<file path="src/rtl/rv_ctrl_pkg.sv">
// rtl/rv_ctrl_pkg.sv - shared RV32 decode constants, ALU codes and stage types
//
// Purpose : opcode/funct7 constants, ALU control codes, FSM state type and the
//           internal control bundle shared by alu_ctrl_decode and alu_decode_stage.
// Ports   : none (package).
// Config  : RV32M_EN selects whether M-extension ops are decoded (users of this package).

package rv_ctrl_pkg;

  // Major opcodes
  localparam logic [6:0] OP_R      = 7'b0110011;
  localparam logic [6:0] OP_IMM    = 7'b0010011;
  localparam logic [6:0] OP_LOAD   = 7'b0000011;
  localparam logic [6:0] OP_STORE  = 7'b0100011;
  localparam logic [6:0] OP_BRANCH = 7'b1100011;

  // funct7 classes
  localparam logic [6:0] F7_BASE   = 7'h00;
  localparam logic [6:0] F7_ALT    = 7'h20;
  localparam logic [6:0] F7_MULDIV = 7'h01;

  // ALU control codes (5 significant bits; wider outputs are zero-extended)
  localparam logic [4:0] ALU_ADD    = 5'd0;
  localparam logic [4:0] ALU_SUB    = 5'd1;
  localparam logic [4:0] ALU_AND    = 5'd2;
  localparam logic [4:0] ALU_OR     = 5'd3;
  localparam logic [4:0] ALU_SLL    = 5'd4;
  localparam logic [4:0] ALU_SRL    = 5'd5;
  localparam logic [4:0] ALU_SRA    = 5'd6;
  localparam logic [4:0] ALU_XOR    = 5'd7;
  localparam logic [4:0] ALU_SLT    = 5'd8;
  localparam logic [4:0] ALU_SLTU   = 5'd9;
  localparam logic [4:0] ALU_MUL    = 5'd16;
  localparam logic [4:0] ALU_MULH   = 5'd17;
  localparam logic [4:0] ALU_MULHSU = 5'd18;
  localparam logic [4:0] ALU_MULHU  = 5'd19;
  localparam logic [4:0] ALU_DIV    = 5'd20;
  localparam logic [4:0] ALU_DIVU   = 5'd21;
  localparam logic [4:0] ALU_REM    = 5'd22;
  localparam logic [4:0] ALU_REMU   = 5'd23;

  typedef enum logic {
    ST_IDLE = 1'b0,
    ST_WAIT = 1'b1
  } state_t;

  // Decoded control bundle as carried through the stage registers
  typedef struct packed {
    logic [4:0] alu;
    logic       alu_src_imm;
    logic       reg_write;
    logic       mem_read;
    logic       mem_write;
    logic       branch;
    logic       illegal;
  } ctrl_t;

  // funct3 -> ALU op for the non-alternate R/I arithmetic group
  function automatic logic [4:0] base_alu(input logic [2:0] funct3);
    logic [4:0] code;
    case (funct3)
      3'd0:    code = ALU_ADD;
      3'd1:    code = ALU_SLL;
      3'd2:    code = ALU_SLT;
      3'd3:    code = ALU_SLTU;
      3'd4:    code = ALU_XOR;
      3'd5:    code = ALU_SRL;
      3'd6:    code = ALU_OR;
      default: code = ALU_AND;
    endcase
    return code;
  endfunction

  // funct3 -> ALU op for the M-extension group
  function automatic logic [4:0] m_alu(input logic [2:0] funct3);
    logic [4:0] code;
    case (funct3)
      3'd0:    code = ALU_MUL;
      3'd1:    code = ALU_MULH;
      3'd2:    code = ALU_MULHSU;
      3'd3:    code = ALU_MULHU;
      3'd4:    code = ALU_DIV;
      3'd5:    code = ALU_DIVU;
      3'd6:    code = ALU_REM;
      default: code = ALU_REMU;
    endcase
    return code;
  endfunction

endpackage

</file>
<file path="src/rtl/alu_ctrl_decode.sv">
// rtl/alu_ctrl_decode.sv - combinational RV32 instr to ALU/datapath control decoder
//
// Purpose : decodes R-type, I-type ALU, LOAD, STORE and BRANCH into a 5-bit ALU
//           code plus datapath control bits. Unsupported encodings produce
//           ALU_ADD with illegal=1 and every other control bit cleared.
// Ports   : instr (in, 32)      instruction word
//           alu_ctrl (out, 5)   ALU operation code
//           alu_src_imm, reg_write, mem_read, mem_write, branch, illegal (out, 1)
//           is_mop, is_div (out, 1, RV32M_EN only) multi-cycle op class
// Config  : RV32M_EN - decode funct7=0x01 R-type as M-extension ops.

module alu_ctrl_decode
  import rv_ctrl_pkg::*;
(
  input  logic [31:0] instr,
  output logic [4:0]  alu_ctrl,
  output logic        alu_src_imm,
  output logic        reg_write,
  output logic        mem_read,
  output logic        mem_write,
  output logic        branch,
  output logic        illegal
`ifdef RV32M_EN
  ,
  output logic        is_mop,
  output logic        is_div
`endif
);

  logic [6:0] opcode;
  logic [2:0] funct3;
  logic [6:0] funct7;
  logic       bad;

  assign opcode = instr[6:0];
  assign funct3 = instr[14:12];
  assign funct7 = instr[31:25];

  // Register/immediate fields do not influence control
  logic unused_fields;
  assign unused_fields = ^{instr[24:15], instr[11:7]};

  always_comb begin
    alu_ctrl    = ALU_ADD;
    alu_src_imm = 1'b0;
    reg_write   = 1'b0;
    mem_read    = 1'b0;
    mem_write   = 1'b0;
    branch      = 1'b0;
    illegal     = 1'b0;
    bad         = 1'b0;
`ifdef RV32M_EN
    is_mop      = 1'b0;
    is_div      = 1'b0;
`endif
    case (opcode)
      OP_R: begin
        reg_write = 1'b1;
        if (funct7 == F7_BASE) begin
          alu_ctrl = base_alu(funct3);
        end else if (funct7 == F7_ALT && funct3 == 3'd0) begin
          alu_ctrl = ALU_SUB;
        end else if (funct7 == F7_ALT && funct3 == 3'd5) begin
          alu_ctrl = ALU_SRA;
`ifdef RV32M_EN
        end else if (funct7 == F7_MULDIV) begin
          alu_ctrl = m_alu(funct3);
          is_mop   = 1'b1;
          is_div   = funct3[2];  // DIV/DIVU/REM/REMU occupy funct3 4..7
`endif
        end else begin
          bad = 1'b1;
        end
      end
      OP_IMM: begin
        // funct3 0 is ADDI regardless of immediate bits; shifts check funct7
        alu_src_imm = 1'b1;
        reg_write   = 1'b1;
        alu_ctrl    = base_alu(funct3);
        if (funct3 == 3'd1 && funct7 != F7_BASE) begin
          bad = 1'b1;
        end
        if (funct3 == 3'd5) begin
          if (funct7 == F7_ALT) begin
            alu_ctrl = ALU_SRA;
          end else if (funct7 != F7_BASE) begin
            bad = 1'b1;
          end
        end
      end
      OP_LOAD: begin
        alu_src_imm = 1'b1;
        mem_read    = 1'b1;
        reg_write   = 1'b1;
      end
      OP_STORE: begin
        alu_src_imm = 1'b1;
        mem_write   = 1'b1;
      end
      OP_BRANCH: begin
        branch = 1'b1;
        case (funct3)
          3'd0, 3'd1: alu_ctrl = ALU_SUB;
          3'd4, 3'd5: alu_ctrl = ALU_SLT;
          3'd6, 3'd7: alu_ctrl = ALU_SLTU;
          default:    bad      = 1'b1;
        endcase
      end
      default: bad = 1'b1;
    endcase

    if (bad) begin
      alu_ctrl    = ALU_ADD;
      alu_src_imm = 1'b0;
      reg_write   = 1'b0;
      mem_read    = 1'b0;
      mem_write   = 1'b0;
      branch      = 1'b0;
      illegal     = 1'b1;
`ifdef RV32M_EN
      is_mop      = 1'b0;
      is_div      = 1'b0;
`endif
    end
  end

endmodule

</file>
<file path="src/rtl/alu_decode_stage.sv">
// rtl/alu_decode_stage.sv - registered, handshaked RV32 decode stage
//
// Purpose : registers the alu_ctrl_decode result between fetch and execute with a
//           valid/ready handshake (1 result/cycle). M-extension ops may hold the
//           stage in a WAIT state for MUL_CYCLES/DIV_CYCLES accept-to-valid latency.
// Ports   : clk, rst (async, active high), flush (sync, drops held/pending result)
//           instr[31:0], in_valid -> in_ready          upstream handshake
//           out_valid -> out_ready                       downstream handshake
//           alu_ctrl[ALUCTRL_W-1:0], alu_src_imm, reg_write, mem_read, mem_write,
//           branch, illegal                              registered decode
//           busy                                         multi-cycle wait in progress
// Config  : RV32M_EN - build M-op decode, WAIT state and latency counter;
//           without it busy is tied low and funct7=0x01 is illegal.

module alu_decode_stage #(
  parameter int ALUCTRL_W  = 5,
  parameter int MUL_CYCLES = 1,
  parameter int DIV_CYCLES = 4
) (
  input  logic                 clk,
  input  logic                 rst,
  input  logic                 flush,
  input  logic [31:0]          instr,
  input  logic                 in_valid,
  output logic                 in_ready,
  output logic                 out_valid,
  input  logic                 out_ready,
  output logic [ALUCTRL_W-1:0] alu_ctrl,
  output logic                 alu_src_imm,
  output logic                 reg_write,
  output logic                 mem_read,
  output logic                 mem_write,
  output logic                 branch,
  output logic                 illegal,
  output logic                 busy
);

  import rv_ctrl_pkg::*;

  if (ALUCTRL_W < 5) begin : g_bad_alu_w
    $error("alu_decode_stage: ALUCTRL_W must be at least 5");
  end
  if (MUL_CYCLES < 1 || DIV_CYCLES < 1) begin : g_bad_lat
    $error("alu_decode_stage: MUL_CYCLES and DIV_CYCLES must be at least 1");
  end

  logic [4:0] dec_alu;
  logic       dec_src_imm, dec_reg_write, dec_mem_read, dec_mem_write;
  logic       dec_branch, dec_illegal;
  ctrl_t      dec;

  ctrl_t      out_q, out_d;
  logic       out_valid_q, out_valid_d;
  logic       stage_idle;
  logic       in_ready_c;
  logic       accept;
  logic [ALUCTRL_W-1:0] alu_ctrl_ext;

`ifdef RV32M_EN
  localparam int LAT_MAX = (MUL_CYCLES > DIV_CYCLES) ? MUL_CYCLES : DIV_CYCLES;
  localparam int CNT_W   = $clog2(LAT_MAX + 1);

  logic             dec_is_mop, dec_is_div;
  state_t           state_q, state_d;
  logic [CNT_W-1:0] cnt_q, cnt_d;
  logic [CNT_W-1:0] op_lat;
  logic             busy_q, busy_d;
  ctrl_t            pend_q, pend_d;
`endif

  alu_ctrl_decode u_alu_ctrl_decode (
    .instr       (instr),
    .alu_ctrl    (dec_alu),
    .alu_src_imm (dec_src_imm),
    .reg_write   (dec_reg_write),
    .mem_read    (dec_mem_read),
    .mem_write   (dec_mem_write),
    .branch      (dec_branch),
    .illegal     (dec_illegal)
`ifdef RV32M_EN
    ,
    .is_mop      (dec_is_mop),
    .is_div      (dec_is_div)
`endif
  );

  always_comb begin
    dec             = '0;
    dec.alu         = dec_alu;
    dec.alu_src_imm = dec_src_imm;
    dec.reg_write   = dec_reg_write;
    dec.mem_read    = dec_mem_read;
    dec.mem_write   = dec_mem_write;
    dec.branch      = dec_branch;
    dec.illegal     = dec_illegal;
  end

  always_comb begin
    out_valid_d = out_valid_q;
    out_d       = out_q;
`ifdef RV32M_EN
    state_d     = state_q;
    cnt_d       = cnt_q;
    busy_d      = busy_q;
    pend_d      = pend_q;
    op_lat      = dec_is_div ? CNT_W'(DIV_CYCLES) : CNT_W'(MUL_CYCLES);
    stage_idle  = (state_q == ST_IDLE);
`else
    stage_idle  = 1'b1;
`endif
    // Flush blocks acceptance so a same-cycle instruction is never captured
    in_ready_c = stage_idle && (!out_valid_q || out_ready) && !flush;
    accept     = in_valid && in_ready_c;

    if (out_valid_q && out_ready) begin
      out_valid_d = 1'b0;
    end

    if (flush) begin
      out_valid_d = 1'b0;
`ifdef RV32M_EN
      state_d     = ST_IDLE;
      cnt_d       = '0;
      busy_d      = 1'b0;
`endif
    end
`ifdef RV32M_EN
    else if (state_q == ST_WAIT) begin
      // Release on the cycle the counter reads 1 so out_valid lands exactly L after accept
      if (cnt_q == CNT_W'(1)) begin
        state_d     = ST_IDLE;
        cnt_d       = '0;
        busy_d      = 1'b0;
        out_valid_d = 1'b1;
        out_d       = pend_q;
      end else begin
        cnt_d = cnt_q - CNT_W'(1);
      end
    end
    else if (accept && dec_is_mop && (op_lat > CNT_W'(1))) begin
      state_d = ST_WAIT;
      cnt_d   = op_lat - CNT_W'(1);
      busy_d  = 1'b1;
      pend_d  = dec;
    end
`endif
    else if (accept) begin
      out_valid_d = 1'b1;
      out_d       = dec;
    end
  end

  always_ff @(posedge clk or posedge rst) begin
    if (rst) begin
      out_valid_q <= 1'b0;
      out_q       <= '0;
`ifdef RV32M_EN
      state_q     <= ST_IDLE;
      cnt_q       <= '0;
      busy_q      <= 1'b0;
      pend_q      <= '0;
`endif
    end else begin
      out_valid_q <= out_valid_d;
      out_q       <= out_d;
`ifdef RV32M_EN
      state_q     <= state_d;
      cnt_q       <= cnt_d;
      busy_q      <= busy_d;
      pend_q      <= pend_d;
`endif
    end
  end

  always_comb begin
    alu_ctrl_ext      = '0;
    alu_ctrl_ext[4:0] = out_q.alu;
  end

  assign in_ready    = in_ready_c;
  assign out_valid   = out_valid_q;
  assign alu_ctrl    = alu_ctrl_ext;
  assign alu_src_imm = out_q.alu_src_imm;
  assign reg_write   = out_q.reg_write;
  assign mem_read    = out_q.mem_read;
  assign mem_write   = out_q.mem_write;
  assign branch      = out_q.branch;
  assign illegal     = out_q.illegal;
`ifdef RV32M_EN
  assign busy        = busy_q;
`else
  assign busy        = 1'b0;
`endif

endmodule

</file>
<file path="config.mk">
export PLATFORM = sky130hd
export DESIGN_NAME = alu_decode_stage
export DESIGN_NICKNAME = d
export VERILOG_FILES = /design/src/rtl/rv_ctrl_pkg.sv /design/src/rtl/alu_ctrl_decode.sv /design/src/rtl/alu_decode_stage.sv
export SDC_FILE = /design/constraint.sdc
export NUM_CORES = 1
export LEC_CHECK = 0
export BUFFER_PORTS_ARGS = -buffer_cell sky130_fd_sc_hd__clkbuf_2
export CORE_MARGIN = 2
export CORE_UTILIZATION = 46
export DETAILED_ROUTE_END_ITERATION = 12
export GPL_TIMING_DRIVEN = 0
export PLACE_DENSITY = 0.92
export SETUP_SLACK_MARGIN = 0.15
export SLEW_MARGIN = 20
export SYNTH_ARGS = -nofsm -noshare
export SYNTH_HDL_FRONTEND = slang
export SYNTH_HIERARCHICAL = 1
export SYNTH_SLANG_ARGS = --single-unit
</file>
<file path="constraint.sdc">
create_clock -name clk -period 2 [get_ports clk]
set_clock_uncertainty 0.1 [all_clocks]
set_input_delay 0.2 -clock clk [delete_from_list [all_inputs] [get_ports clk]]
set_output_delay 0.2 -clock clk [all_outputs]
set_load 0.1 [all_outputs]
</file>
Yosys cells after proc, flatten, opt, wreduce, memory -nomap -nowiden
Cells that the tools add are included.
- word-level logic and storage cells: 75
- bits in registers: 12
- equal/unequal tests: 13
- mux-type cells: 32
- reductions and logical operators: 21
- bitwise gates (word level): 1
- operators by type and width (kind ; number):
    4-bit case mux with 7 select lines ; 1
    1-bit two-way mux ; 22
    7-bit by 6-bit == test with 1-bit output (second input constant) ; 3
    5-bit two-way mux ; 4
    5-bit case mux with 3 select lines ; 1
    3-bit == test (second input constant) ; 4
    4-bit case mux with 3 select lines ; 1
    2-bit OR reduction ; 4
    7-bit by 2-bit == test with 1-bit output (second input constant) ; 1
    7-bit by 5-bit == test with 1-bit output (second input constant) ; 1
    7-bit == test (second input constant) ; 1
    7-bit logical NOT ; 1
    7-bit nonzero test ; 1
    3-bit by 2-bit == test with 1-bit output (second input constant) ; 2
    1-bit logical AND ; 6
    3-bit OR reduction ; 2
    6-bit OR reduction ; 1
    4-bit two-way mux ; 1
    1-bit case mux with 4 select lines ; 1
    3-bit by 1-bit == test with 1-bit output (second input constant) ; 1
    3-bit logical NOT ; 1
    3-bit two-way mux ; 1
    3-bit nonzero test ; 1
    1-bit logical NOT ; 2
    3 further kinds ; 3

Logic depth before layout (Yosys ltp)
Gate-level depths: netlist (run 1).
- depth after elaboration: 8
- depth in mapped cells: 7
- depth with buffers taken out: 6

Modules after synthesis
The synthesis (run 1) kept the hierarchy.
- modules (own cells, without submodules) (module ; instances ; sequential area each (µm²) ; cells each ; area each (µm²)):
    alu_decode_stage ; 1 ; 300.3 ; 32 ; 488.0
    alu_ctrl_decode ; 1 ; 0.0 ; 55 ; 370.4

Worst setup path after synthesis (run 1)
Ideal clock, no wire load.
- path kind: register to output
- start point: register out_valid_q, in the netlist out_valid
- end point: output in_ready
- required time: 1.700 ns
- stages on the path, launching flop included: 3
- arrival time: 2.259 ns
- buffers on the path: 0
- slack: -0.559 ns
- cell sequence: dfrtp_1 -> nor2b_4 -> nor2_1
- cells in the longest elaborated chain, start to end: 3
- RTL lines (element ; line ; RTL):
    from (decl) ; alu_decode_stage.sv:53 ; logic out_valid_q, out_valid_d;
    from (signal assigned) ; alu_decode_stage.sv:164 ; out_valid_q <= out_valid_d;
    1-bit logical NOT ; alu_decode_stage.sv:112 ; in_ready_c = stage_idle && (!out_valid_q || out_ready) && !flush;
    1-bit logical OR ; alu_decode_stage.sv:112 ;
    1-bit logical AND ; alu_decode_stage.sv:112 ;
    to (decl) ; alu_decode_stage.sv:25 ; output logic in_ready,
Every way passes these cells.

Final worst setup path (run 1)
- start point: input instr[2]
- end point: register out_q (netlist bit alu_ctrl[2])
- cells in the longest elaborated chain, start to end: 4
- RTL lines (element ; line ; RTL):
    from (decl) ; alu_decode_stage.sv:23 ; input logic [31:0] instr,
    7-bit by 2-bit == test with 1-bit output or 7-bit by 6-bit == test with 1-bit output (tied branches) ; alu_ctrl_decode.sv:56 ; case (opcode)
    2-bit OR reduction (no source line) ; -- ;
    1-bit case mux with 4 select lines ; alu_ctrl_decode.sv:56 ;
    5-bit two-way mux * ; alu_ctrl_decode.sv:112 ; if (bad) begin
    via dec_alu[2] ; alu_decode_stage.sv:47 ; logic [4:0] dec_alu;
    to (signal assigned) ; alu_decode_stage.sv:165 ; out_q <= out_d;
    to (decl) ; alu_decode_stage.sv:52 ; ctrl_t out_q, out_d;
The timed path passes the listed nets; every way through them passes the cells marked *.
A chain may end at the register's enable or synchronous reset.

==> reports/metrics.yaml, run 1 <==
status:
  status: "completed"
floorplan:
  coreArea_mm2: 0.00175
  die_h_um: 47.2
  dieArea_mm2: 0.00223
  rows: 15
  die_x_um: 47.2
  io-pin-count: 51
  start_util_pct: 49.2
timing:
  worst_slew_pin_slew_ns: 0.542
  finalSetupViolCount: 0
  whs_ns: 0.0640
  rsz0062_at_grt: "false"
  max_freq_mhz: 576
  min_period_over_period_pct: 86.8
  final_hold_viol_count: 0
  timing.slew.headroom_pct: 64.0
  setup-tns-final_ns: 0
  maxSlewViolCount: 0
  finalCriticalPeriod_ns: 1.74
logic_synthesis:
  yosys-top-cells-area: "dfrtp_1 (35%), mux2_2 (14%), nor2_1 (3.5%)"
  ys_warn_count: 6
  synth.largest_area_cell: "dfrtp_1"
  synth.distinct_cells: 41
  async_flop_share_pct: 100
  synth_edf_count: 0
  synth-seq-cells: 12
  avgSynthCellArea_um2: 9.87
  synth.cell_area_um2: 858
  yosys-top-cells-count: "dfrtp_1 (12), mux2_2 (11), nor2_1 (8)"
  yosysMostFrequentCell: "dfrtp_1"
  synth_top_flop_cell: "dfrtp_1"
  synthesis.nets: 124
  syn_inst: 87
  synthDominantCellAreaShare_pct: 35.0
  ys_seq_area_share_pct: 35.0
cts:
  cts_tree: "yes"
  post_cts_buffers: 0
  cts_made_buffers: 3
  clockBufferDepth: 2
  htree_levels: 1
  clock_sinks: 12
  clk_latency_ns: 0.27
  root_buffer: "clkbuf_4"
  clkTransAtPathRegs_ns: 0.08
placement:
  dp_cells: 143
  io_buffers: 31
  detailed_place_hpwl_um: 1420
  gp_congestion: 0.780
worst_setup_path:
  worstSetupPathType: "in2reg"
  critPathLaunchType: "input port"
  cp_max_fo: 6
  required_ns: 2.11
  end_kind: "flop"
  arrival_ns: 1.85
global_routing:
  grt_pass1_vias: 734
  grt_overflow: 0
  grt_start_max_net_pins: 13
  grt_first_pass_wirelength_um: 2990
  antenna_found_initial: 0
  grt_usage_pct: 19.1
detailed_routing:
  vias: 799
  drtPass1Iterations: 4
  routed_wl_um: 1920
  drc: 0
  drtIter0Drc: 24
  wl_per_cell_um: 12.9
  viasPerCell: 5.36
  antenna_left: 0
power:
  leakage_nw: 0.525
  powerDensity_mw_per_mm2: 562
  ir_drop_v: 0.000609
  power.total_w: 0.000623
run:
  drv_cap: 0
finish:
  drive_gt1_share_pct: 49.6
  nets: 161
  final_cell_count_no_fill: 149
  area_growth_pct: 29.2
  final_util_pct: 63.5
min_path:
  hold_path_class: "in2reg"
## where the power goes
group | total [W] | switching, W | internal, W
clock | 0.000189 | 0.0000784 | 0.000111
combinational | 0.000182 | 0.000127 | 0.0000555
sequential | 0.000252 | 0.00000316 | 0.000249
total | 0.000623 | 0.000208 | 0.000415
## cells by family (layout without fill, tap and decap cells)
logic type / Yosys count / after routing / share of synthesized area, %
muxes: 12 / 12 / 15.6
DFF: 12 / 12 / 35.0
other: 2 / 3 / 0.875
and+or+nand+nor: 33 / 33 / 25.4
buffers and inverters: 10 / 46 / 6.41
AOI/OAI and AO/OA: 14 / 14 / 12.7
xor gates and xnor gates: 4 / 4 / 4.08
## layout by cell type (no fill, tap or decap), drive strengths merged, types with 2 or more instances in the layout
cell type	count
a21oi	2
a311oi	2
buf	5
clkbuf	37
conb	2
dfrtp	12
inv	3
mux2	11
nand2	6
nand3	3
nor2	8
nor2b	2
nor3b	2
nor4	3
o21ai	3
or2b	2
xnor2	3
## per-stage QoR
step / worst slack [ns] / area [um2]
after global routing: 0.213 / 1110
after floorplan: 0.276 / 867
after global placement: -0.0908 / 1050
final: 0.264 / 1110
after detailed placement: -0.0959 / 1050
after CTS: 0.168 / 1100
## flip-flops by register name (all words and copies together) (netlist names)
| signal | cells |
|---|---|
| mem_write | 1 |
| reg_write | 1 |
| alu_ctrl | 5 |
| out_valid | 1 |
| illegal | 1 |
| mem_read | 1 |
| alu_src_imm | 1 |
| branch | 1 |
## repair_timing
item,in CTS,in global routing
endpoints found under the hold margin,12,0
hold buffers,1,0
setup endpoints to repair,0,1
gates resized for setup,0,2
## worst max-delay path, stage by stage
cell and delay (ns):
clkbuf_2 0.08, nand4bb_1 0.35, nor3b_2 0.40, nand2_1 0.13, a2111oi_1 0.46, mux2_2 0.23
## path summary, 6_finish.rpt
| kind | slack, ns | cells past startpoint | startpoint | endpoint |
|---|---|---|---|---|
| worst max-delay path | 0.26 | 6 | instr[2] | alu_ctrl[2]$_DFFE_PP0P_ |
| worst min-delay path | 0.06 | 2 | flush | out_valid$_DFFE_PP0P_ |
| worst max register to register | 0.42 | 4 | out_valid$_DFFE_PP0P_ | mem_write$_DFFE_PP0P_ |
| worst min register to register | 0.41 | 1 | illegal$_DFFE_PP0P_ | illegal$_DFFE_PP0P_ |
| max in group asynchronous | 1.09 | 3 | rst | out_valid$_DFFE_PP0P_ |
| min in group asynchronous | 0.38 | 3 | rst | alu_ctrl[2]$_DFFE_PP0P_ |
## routing by layer
layer	wire length (um)	vias to the layer above	track usage (%)
li1	-	384	-
met1	705	374	21.0
met2	1060	35	34.2
met3	113	6	5.00
met4	46	0	8.33
met5	0	-	0
## cell type report
cell class / count / area [um2]
diodes: 1 / 2.50
multi-input cells: 65 / 517
repair buffers: 32 / 165
inverters: 3 / 11.3
fillers: 156 / 637
plain buffers: 7 / 43.8
flip-flops and latches: 12 / 302
clock buffers: 4 / 36.3
well taps: 25 / 31.3
(Power assumes the default switching activity.)
==> run 2, diff against run 1 <==
--- a/config.mk
+++ b/config.mk
@@ -7,10 +7,10 @@
 export LEC_CHECK = 0
 export BUFFER_PORTS_ARGS = -buffer_cell sky130_fd_sc_hd__clkbuf_2
 export CORE_MARGIN = 2
-export CORE_UTILIZATION = 46
+export CORE_UTILIZATION = 42
 export DETAILED_ROUTE_END_ITERATION = 12
 export GPL_TIMING_DRIVEN = 0
-export PLACE_DENSITY = 0.92
+export PLACE_DENSITY = 0.86
 export SETUP_SLACK_MARGIN = 0.15
 export SLEW_MARGIN = 20
 export SYNTH_ARGS = -nofsm -noshare
==> constraint.sdc (replaced) <==
create_clock -name clk -period 1.8 [get_ports clk]
set_clock_uncertainty 0.1 [all_clocks]
set_input_delay 0.18 -clock clk [delete_from_list [all_inputs] [get_ports clk]]
set_output_delay 0.18 -clock clk [all_outputs]
set_load 0.1 [all_outputs]
==> reports/metrics.yaml, run 2 (synthesized netlist as in run 1, its figures left out) <==
status:
  status: "completed"
power:
  sw_frac_of_total_pct: 34.0  # +0.64 points
  internal-power_w: 0.000464  # +12%
  leakage_nw: 0.537  # +2.3%
  p_comb_share_pct: 29.4  # +0.2 points
  switchingPower_w: 0.000240  # +15%
  power_frac_seq_pct: 39.9  # -0.6 points
  powerDensity_mw_per_mm2: 619  # +10%
  clkPwrFrac_pct: 30.7  # +0.4 points
  ir_drop_v: 0.000475  # -22%
detailed_routing:
  viasPerCell: 5.58  # +4.0%
  wl_per_cell_um: 13.1  # +1.9%
  drc: 0  # unchanged
  wl_met2_um: 1050  # -0.66%
  top_layer_used: "met4"
  met3_length_um: 104  # -8.0%
  vias: 842  # +5.4%
  routed_wl_um: 1980  # +3.2%
  drtIter0Drc: 25  # +4.2%
  drt-met1-wl_um: 793  # +12%
  antenna_left: 0  # unchanged
  drtPass1Iterations: 6  # +2
finish:
  drive_gt1_share_pct: 51.6  # +2.0 points
  final_common_cell: "clkbuf_2"
  final_util_pct: 58.6  # -4.9 points
  final_cell_count_no_fill: 151  # +1.3%
  diodes: 0  # -1
  area_growth_pct: 32.5
  layout_common_cells: "clkbuf_2 (30), mux2_2 (11), dfrtp_1 (11)"
  largest_reg_flops: 5  # unchanged
  n_fill_cell: 173  # +11%
  nets: 162  # +0.62%
timing:
  finalCriticalPeriod_ns: 1.62
  timing.slew.headroom_pct: 63.6  # -0.37 points
  whs_ns: 0.0263  # -0.0377 ns
  min_period_over_period_pct: 89.9
  maxSlewViolCount: 0  # unchanged
  rsz0062_at_grt: "true"
  final_hold_viol_count: 0  # unchanged
  setup-tns-final_ns: 0  # unchanged
  max_freq_mhz: 618
  setup_slack_ns: 0.181  # -0.0835 ns
  finalSetupViolCount: 0  # unchanged
  worst_slew_pin_slew_ns: 0.548  # +0.00559 ns
cts:
  clkTransAtPathRegs_ns: 0.08  # about the same
  htree_levels: 1  # unchanged
  root_buffer: "clkbuf_4"
  cts_made_buffers: 3  # unchanged
  clk_latency_ns: 0.27  # about the same
  clock_sinks: 12  # unchanged
  cts_tree: "yes"
  clockBufferDepth: 2  # unchanged
placement:
  detailed_place_hpwl_um: 1460  # +3.1%
  dpl_worst_slack_ns: -0.305  # -0.209 ns
  gp_congestion: 0.783  # +0.41%
  dp_cells: 145  # +1.4%
  io_buffers: 31  # unchanged
worst_setup_path:
  worstSetupPathType: "in2reg"
  timing.rr.start: "out_valid$_DFFE_PP0P_"
  end_kind: "flop"
  cpPeakStageDelay_ns: 0.39  # -0.07 ns
  crit_buf_inv: 1  # unchanged
  required_ns: 1.92  # -0.19 ns
  critPathLaunchType: "input port"
  crit_slowest_cell: "a2111oi_2"
  crit_start: "instr[26]"
  cpLargestDelayFamily: "compound AO/OA/AOI/OAI gates"
  cp_cell_sequence: "clkbuf_2 > nor4_4 > a311oi_1 > o21ai_1 > nand4_2 > a2111oi_2 > mux2_2"
  cp_max_fo: 6  # unchanged
  arrival_ns: 1.74  # -0.11 ns
floorplan:
  start_util_pct: 44.2  # -5.0 points
  dieArea_mm2: 0.00242  # +8.7%
  die_h_um: 49.2  # +4.3%
  die_x_um: 49.2  # +4.3%
  io-pin-count: 51  # unchanged
  rows: 16  # +1
  coreArea_mm2: 0.00194  # +11%
min_path:
  worstHoldStart: "flush"
  hold_path_class: "in2reg"
global_routing:
  antenna_found_initial: 0  # unchanged
  grt_overflow: 0  # unchanged
  grt_start_max_net_pins: 13  # unchanged
  grt_pass1_vias: 741  # +0.95%
  grt_first_pass_wirelength_um: 3190  # +6.7%
  grt_usage_pct: 16.5  # -2.6 points
run:
  drv_cap: 0  # unchanged
==> run 2: worst paths after layout <==
kind                                           end  slack [ns]  cells after the start
hold reg to reg            alu_ctrl[4]$_DFFE_PP0P_        0.41                      1
setup reg to reg             reg_write$_DFFE_PP0P_        0.23                      4
min in group asynchronous     mem_read$_DFFE_PP0P_        0.38                      3
hold / removal               out_valid$_DFFE_PP0P_        0.03                      2
setup / recovery           alu_ctrl[2]$_DFFE_PP0P_        0.18                      7
max in group asynchronous    out_valid$_DFFE_PP0P_        0.87                      3
==> run 2: per-stage QoR <==
step | area (um2) | power [W]
after floorplan | 875 | 0.000436
after global placement | 1060 | 0.000480
after detailed placement | 1060 | 0.000486
after CTS | 1120 | 0.000705
after global routing | 1140 | 0.000733
final | 1140 | 0.000704
==> run 2: routing by layer <==
layer  GRT usage (%)  up-vias
li1                -      384
met1            17.7      421
met2            32.2       33
met3            3.68        4
met4            3.33        0
met5               0        -
==> run 2: what timing repair did <==
| item | CTS | global route |
|---|---|---|
| hold buffers | 1 | 0 |
| endpoints found under the setup margin | 2 | 5 |
| buffers inserted | 0 | 1 |
| endpoints found under the hold margin | 12 | 0 |
| pin swaps | 0 | 1 |
| resized for setup | 3 | 2 |
==> run 2: power groups by stage <==
stage	Clock [W]	Combinational (W)	Sequential, W
floorplan	0	0.0000968	0.000339
global placement	0	0.000194	0.000286
detailed placement	0	0.000200	0.000286
CTS	0.000221	0.000203	0.000281
global route	0.000234	0.000218	0.000281
finish	0.000216	0.000207	0.000281
==> run 2: final cells by class <==
type,instances,area (um2),share of cell area (%)
Buffer,7,43.8,3.85
Tap cell,27,33.8,2.97
Multi-Input combinational cell,65,533,46.9
Clock buffer,4,36.3,3.19
Timing Repair Buffer,33,175,15.4
Sequential cell,12,304,26.7
Inverter,3,11.3,0.990
==> run 2: worst reg2reg max path: cells and delay by family (launching register included) <==
kind | cells | cell delay, ns
muxes | 1 | 0.34
buffers and inverters | 1 | 0.18
and+or+nand+nor | 2 | 0.37
DFF | 1 | 0.47
